$ cat src/rtl/if_stage.sv
// Instruction-fetch stage: architectural PC register, fetch-address AdEL check,
// and the F/D pipeline register feeding the decode stage.
module if_stage #(
    parameter logic [31:0] RESET_PC = 32'h0000_3000,
    parameter logic [31:0] IM_LO    = 32'h0000_3000,
    parameter logic [31:0] IM_HI    = 32'h0000_6FFC,
    parameter logic [4:0]  EXC_ADEL = 5'd4
) (
    input  logic        clk,
    input  logic        reset,
    input  logic [31:0] npc,
    input  logic        stall,
    input  logic        redirect,
    input  logic        d_is_bj,
    output logic [31:0] imem_addr,
    input  logic [31:0] imem_rdata,
    output logic [31:0] f_pc,
    output logic [31:0] d_instr,
    output logic [31:0] d_pc,
    output logic [31:0] d_pc4,
    output logic [4:0]  d_exc,
    output logic        d_bd,
    output logic        d_valid
);

    logic [31:0] pc_q, pc_d;
    logic [31:0] instr_q, instr_d;
    logic [31:0] dpc_q, dpc_d;
    logic [4:0]  exc_q, exc_d;
    logic        bd_q, bd_d;
    logic        valid_q, valid_d;

    logic        f_bad;
    logic [4:0]  f_exc;
    logic [31:0] f_instr;

    // Unsigned range compare; misaligned or out-of-window fetches raise AdEL.
    always_comb begin
        f_bad   = (pc_q[1:0] != 2'b00) || (pc_q < IM_LO) || (pc_q > IM_HI);
        f_exc   = f_bad ? EXC_ADEL : 5'd0;
        f_instr = f_bad ? '0 : imem_rdata;
    end

    always_comb begin
        pc_d    = pc_q;
        instr_d = instr_q;
        dpc_d   = dpc_q;
        exc_d   = exc_q;
        bd_d    = bd_q;
        valid_d = valid_q;
        if (redirect) begin
            // Bubble keeps the target PC so an interrupt taken on it saves a usable EPC.
            pc_d    = npc;
            instr_d = '0;
            dpc_d   = npc;
            exc_d   = '0;
            bd_d    = 1'b0;
            valid_d = 1'b0;
        end else if (!stall) begin
            pc_d    = npc;
            instr_d = f_instr;
            dpc_d   = pc_q;
            exc_d   = f_exc;
            bd_d    = d_is_bj;
            valid_d = 1'b1;
        end
    end

    always_ff @(posedge clk) begin
        if (reset) begin
            pc_q    <= RESET_PC;
            instr_q <= '0;
            dpc_q   <= RESET_PC;
            exc_q   <= '0;
            bd_q    <= 1'b0;
            valid_q <= 1'b0;
        end else begin
            pc_q    <= pc_d;
            instr_q <= instr_d;
            dpc_q   <= dpc_d;
            exc_q   <= exc_d;
            bd_q    <= bd_d;
            valid_q <= valid_d;
        end
    end

    assign imem_addr = pc_q;
    assign f_pc      = pc_q;
    assign d_instr   = instr_q;
    assign d_pc      = dpc_q;
    assign d_pc4     = dpc_q + 32'd4;
    assign d_exc     = exc_q;
    assign d_bd      = bd_q;
    assign d_valid   = valid_q;

endmodule

$ cat config.mk
export PLATFORM = sky130hd
export DESIGN_NAME = if_stage
export DESIGN_NICKNAME = d
export VERILOG_FILES = /design/src/rtl/if_stage.sv
export SDC_FILE = /design/constraint.sdc
export NUM_CORES = 1
export LEC_CHECK = 0
export CAP_MARGIN = 10
export CORE_MARGIN = 2
export CORE_UTILIZATION = 44
export DETAILED_ROUTE_END_ITERATION = 6
export MAX_ROUTING_LAYER = met4
export PLACE_DENSITY = 0.95
export SLEW_MARGIN = 20
export SYNTH_ARGS = -nofsm -noshare
export SYNTH_HDL_FRONTEND = slang
export SYNTH_SLANG_ARGS = --single-unit
$ cat constraint.sdc
create_clock -name clk -period 3.6 [get_ports clk]
set_input_delay 0.72 -clock clk [delete_from_list [all_inputs] [get_ports clk]]
set_output_delay 0.72 -clock clk [all_outputs]
set_load 0.05 [all_outputs]
# Yosys cells after proc, flatten, opt, wreduce, memory -nomap -nowiden
# Index checks and enable logic that the tools add are counted.
dict set report classes {
  n_eq_ne 1
  n_reduce_logical 4
  muxes 6
  addsub 1
  order_cmp 2
}
# cell n
set op_table {}
lappend op_table {{32-bit two-way mux} 5}
lappend op_table {{32-bit by 3-bit adder with 32-bit output, second input constant} 1}
lappend op_table {{32-bit by 15-bit > comparator with 1-bit output, second input constant} 1}
lappend op_table {{32-bit by 14-bit < comparator with 1-bit output, second input constant} 1}
lappend op_table {{3-bit two-way mux} 1}
lappend op_table {{1-bit logical OR} 2}
lappend op_table {{2-bit by 1-bit inequality test with 1-bit output, second input constant} 1}
lappend op_table {{2-bit nonzero test} 1}
lappend op_table {{2-bit OR reduction} 1}
dict set report totals {
  out_inout_bits 167
  inputBits 69
  reg_bits 103
}

# Logic depth before layout (Yosys ltp)
dict set report depth {
  ltp_word 4
  ltp_mapped 7
}

# Least setup slack after synthesis
# No wires, ideal clock.
dict set report synth_path {
  path_kind {reg2out}
  from {reg dpc_q[2] (netlist: d_pc[2])}
  to {out d_pc4[22]}
  setup_slack_ns 0.370
  n_path_buf 0
  arrival_ns 2.510
  stages_incl_launch_ff 6
  required_ns 2.880
  path_cell_list {dfxtp_1 > ha_1 > inv_1 > nor4_4 > nand4_1 > xnor2_1}
}
dict set report synth_between {
  elab_chain_cells 1
}
# element line_no
set synth_lines {}
lappend synth_lines {{start: declaration} 28} ;# logic [31:0] dpc_q, dpc_d;
lappend synth_lines {{start signal: assignment} 80} ;# dpc_q <= dpc_d;
lappend synth_lines {{32-bit by 3-bit adder with 32-bit output} 91} ;# assign d_pc4 = dpc_q + 32'd4;
lappend synth_lines {{end: declaration} 20} ;# output logic [31:0] d_pc4,
# Every way passes these cells.

# Worst setup path after layout
dict set report layout_path {
  from {reg dpc_q[16] (netlist: d_pc[16])}
  to {out d_pc4[27]}
}
# The elaborated chain is that of the path after synthesis.

==> results.md <==
* Ys Warns at 0
* Die height at 108 µm
* Layout Skew at 0.0206 ns
* Maxcap violations at 0
* Power Dens Cells at 389 nW/µm²
* Unrepaired setup endpoints after global routing: no
* Number of buffer and inverter stages on the critical path at 1
* Root Driver: clkbuf_8
* Slew HR at 36.8%
* Post-synthesis sequential element count at 99
* Starting Density at 45.5%
* Fillers at 839
* I/O Pins at 236
* Vias/cell at 5.17
* Nets@finish at 842
* TritonCTS buffer count at 9
* Most frequent CP cell: and4_1
* Critical Path Max Stage Delay at 0.82 ns
* H-tree depth at 3
* Yosys cell types at 29
* CTS tree: built
* First-pass GRT wire length at 22.3 mm
* First-pass iteration count of the detailed router at 4
* Grt ovf at 0
* Overall Global Routing Usage at 24.8%
* Crit-path cells: and4_1 > and4_1 > nand3_1 > xnor2_1 > clkdlybuf4s50_1
* Area leader, netlist: dfxtp_1
* Top cell types by occurrence after synthesis: nand2_1 (105), dfxtp_1 (99), nor2_1 (69)
* Part of the power in registers at 44.2%
* Clk slew on worst S/H paths at 0.10 ns
* Clock latency on the worst-skew pair at 0.36 ns
* Count leader, synth: nand2_1
* Required time of the critical path at 2.88 ns
* VDD IR max at 0.236 mV
* Vias in the first global route at 4395
* Reg area at 1980 µm²
* Top cells by area, synth: dfxtp_1 (42%), nand2_1 (8.4%), mux2i_1 (7.0%)
* Status: finished, final reports clean
* Slowest stage cell, crit path: clkdlybuf4s50_1
* Post-synthesis sequential area ratio at 42.0%
* Residual DRC at 0
* Share of the synthesized area in the top cell type at 42.0%
* Post-DR wirelength/cell at 15.8 µm
* Die ar. at 11600 µm²
* Int Pwr at 0.00177 W
* Area grow syn2layout at 49.0%
* CTS Sinks at 99
* Combinational fraction of design power at 28.1%
* Hold_ws at 0.458 ns
* Core ar. at 10400 µm²
* Crit share post-route at 93.8%
* Final setup fails at 0
* Ys flop type: dfxtp_1
* Placer Congestion at 0.888
* Post-Synthesis Cells at 596
* Delay-heaviest family, CP: simple AND/OR/NAND/NOR gates
* Rows at 37
* Fin Setup TNS at 0 ns
* Fmax at 0.296 GHz
* ANT cells at 0
* Vias post-DR at 4719
* Multi-input logic area at 2290 µm²
* Fraction of registers with async set/reset at 0%
* Power consumption at 0.00273 W
* Clock power frac at 27.7%
* Longest Clk Path Bufs at 2
* Sw Share at 35.3%
* Largest net degree at the start of global routing at 68
* Initial antenna violation count at 0
* R2R Setup Slk at 1.44 ns
* ANT nets after route at 0
* Worst Setup End Kind: primary output
* Leakage power at 2.73 nW
* DR iter-0 viols at 223
* Peak fanout along the critical path at 9
* Worst-Margin Slew at 0.948 ns
* CP Data Arrival Time at 2.66 ns
* Final WL at 14.4 mm
* Min-Delay Path Class: reg -> reg
* CP Launch Type: flip-flop
* Avg Cell Area, Syn at 7.91 µm²
* Port bufs at 231
* Endpoints failing hold at 0
* DIE WIDTH at 108 µm
* Share of layout cells above drive strength 1 at 6.18%
* Mapped cell area at 4720 µm²
* HPWL Detailed at 10.6 mm
* Net Sw Power at 0.000964 W
* Hold_buf cts at 0
* Tmin final at 3.38 ns
* Final count of pins violating max slew at 0
* EDFF count, synth at 0
* Kind of critical path: reg -> out
state kept, by name, indices dropped and copies added, names as in the netlist:
name     count
d_bd         1
d_exc        1
d_instr     32
d_pc        32
d_valid      1
f_pc        32
cells by family after synthesis:
family | count (synthesis) | synth area share, %
xor+xnor | 29 | 5.38
simple gates | 255 | 25.0
compound gates | 93 | 9.87
mux | 35 | 7.48
buf+inv | 83 | 9.87
fa+ha+maj | 1 | 0.265
other cells | 1 | 0.0795
flops | 99 | 42.0
power groups by stage:
| stage | clock network [W] | registers (W) | logic [W] |
|---|---|---|---|
| floorplan | 0 | 0.00137 | 0.000363 |
| global placement | 0 | 0.00123 | 0.000762 |
| detailed placement | 0 | 0.00123 | 0.000768 |
| CTS | 0.000771 | 0.00121 | 0.000771 |
| global route | 0.000823 | 0.00122 | 0.000803 |
| finish | 0.000756 | 0.00121 | 0.000769 |
stage by stage:
stage                     util, %  instances  setup slack (ns)  area (µm²)
after floorplan                 -        599             0.370        4730
after global placement       65.6        895             0.424        6810
after detailed placement     65.6        895             0.325        6810
after CTS                    67.8        913             0.101        7030
after global routing         67.8        913            0.0289        7030
final                        67.8        913             0.222        7030
timing repair:
action	CTS	global route
setup buffers	2	0
resized for setup	0	1
endpoints found under the setup margin	3	1
pin swaps	1	0
worst reg2reg max path: cells and delay by family (launching register included):
family           cells  cell delay (ns)
flip-flops           1             0.37
AND/OR/NAND/NOR      4             1.71
final timing paths:
check                           cells past startpoint     start   endpoint
worst max-delay path                                5  d_pc[16]  d_pc4[27]
worst min-delay path                                2   d_valid    d_valid
worst min register to register                      2   d_valid    d_valid
worst max register to register                      4  f_pc[21]   d_exc[2]
layout make-up:
type	count	area share, %
repair buffers	241	33.6
well taps	136	2.42
clock inverters	5	0.926
multi-input cells	417	32.6
flip-flops and latches	99	28.2
inverters	4	0.214
clock buffers	11	2.01
placed cells by master, fill, tap and decap left out, types with 5 or more instances in the layout:
cell	synthesis	final
xor2_1	5	5
o21ai_0	30	30
mux2i_1	33	33
a21oi_1	61	61
nor2_1	69	68
nand2_1	105	105
buf_4	39	20
clkbuf_8	0	10
nor4_1	5	5
nand4_1	6	6
dfxtp_1	99	99
and4_1	5	5
clkdlybuf4s50_1	0	217
nand3_1	48	48
xnor2_1	24	24
layer usage:
layer | global-route usage (%) | up-vias | wire length (µm)
li1 | - | 2307 | -
met1 | 29.8 | 2204 | 6110
met2 | 42.1 | 186 | 7100
met3 | 4.54 | 22 | 997
met4 | 7.69 | 0 | 237
met5 | - | - | 0
(Power assumes the default switching activity.)
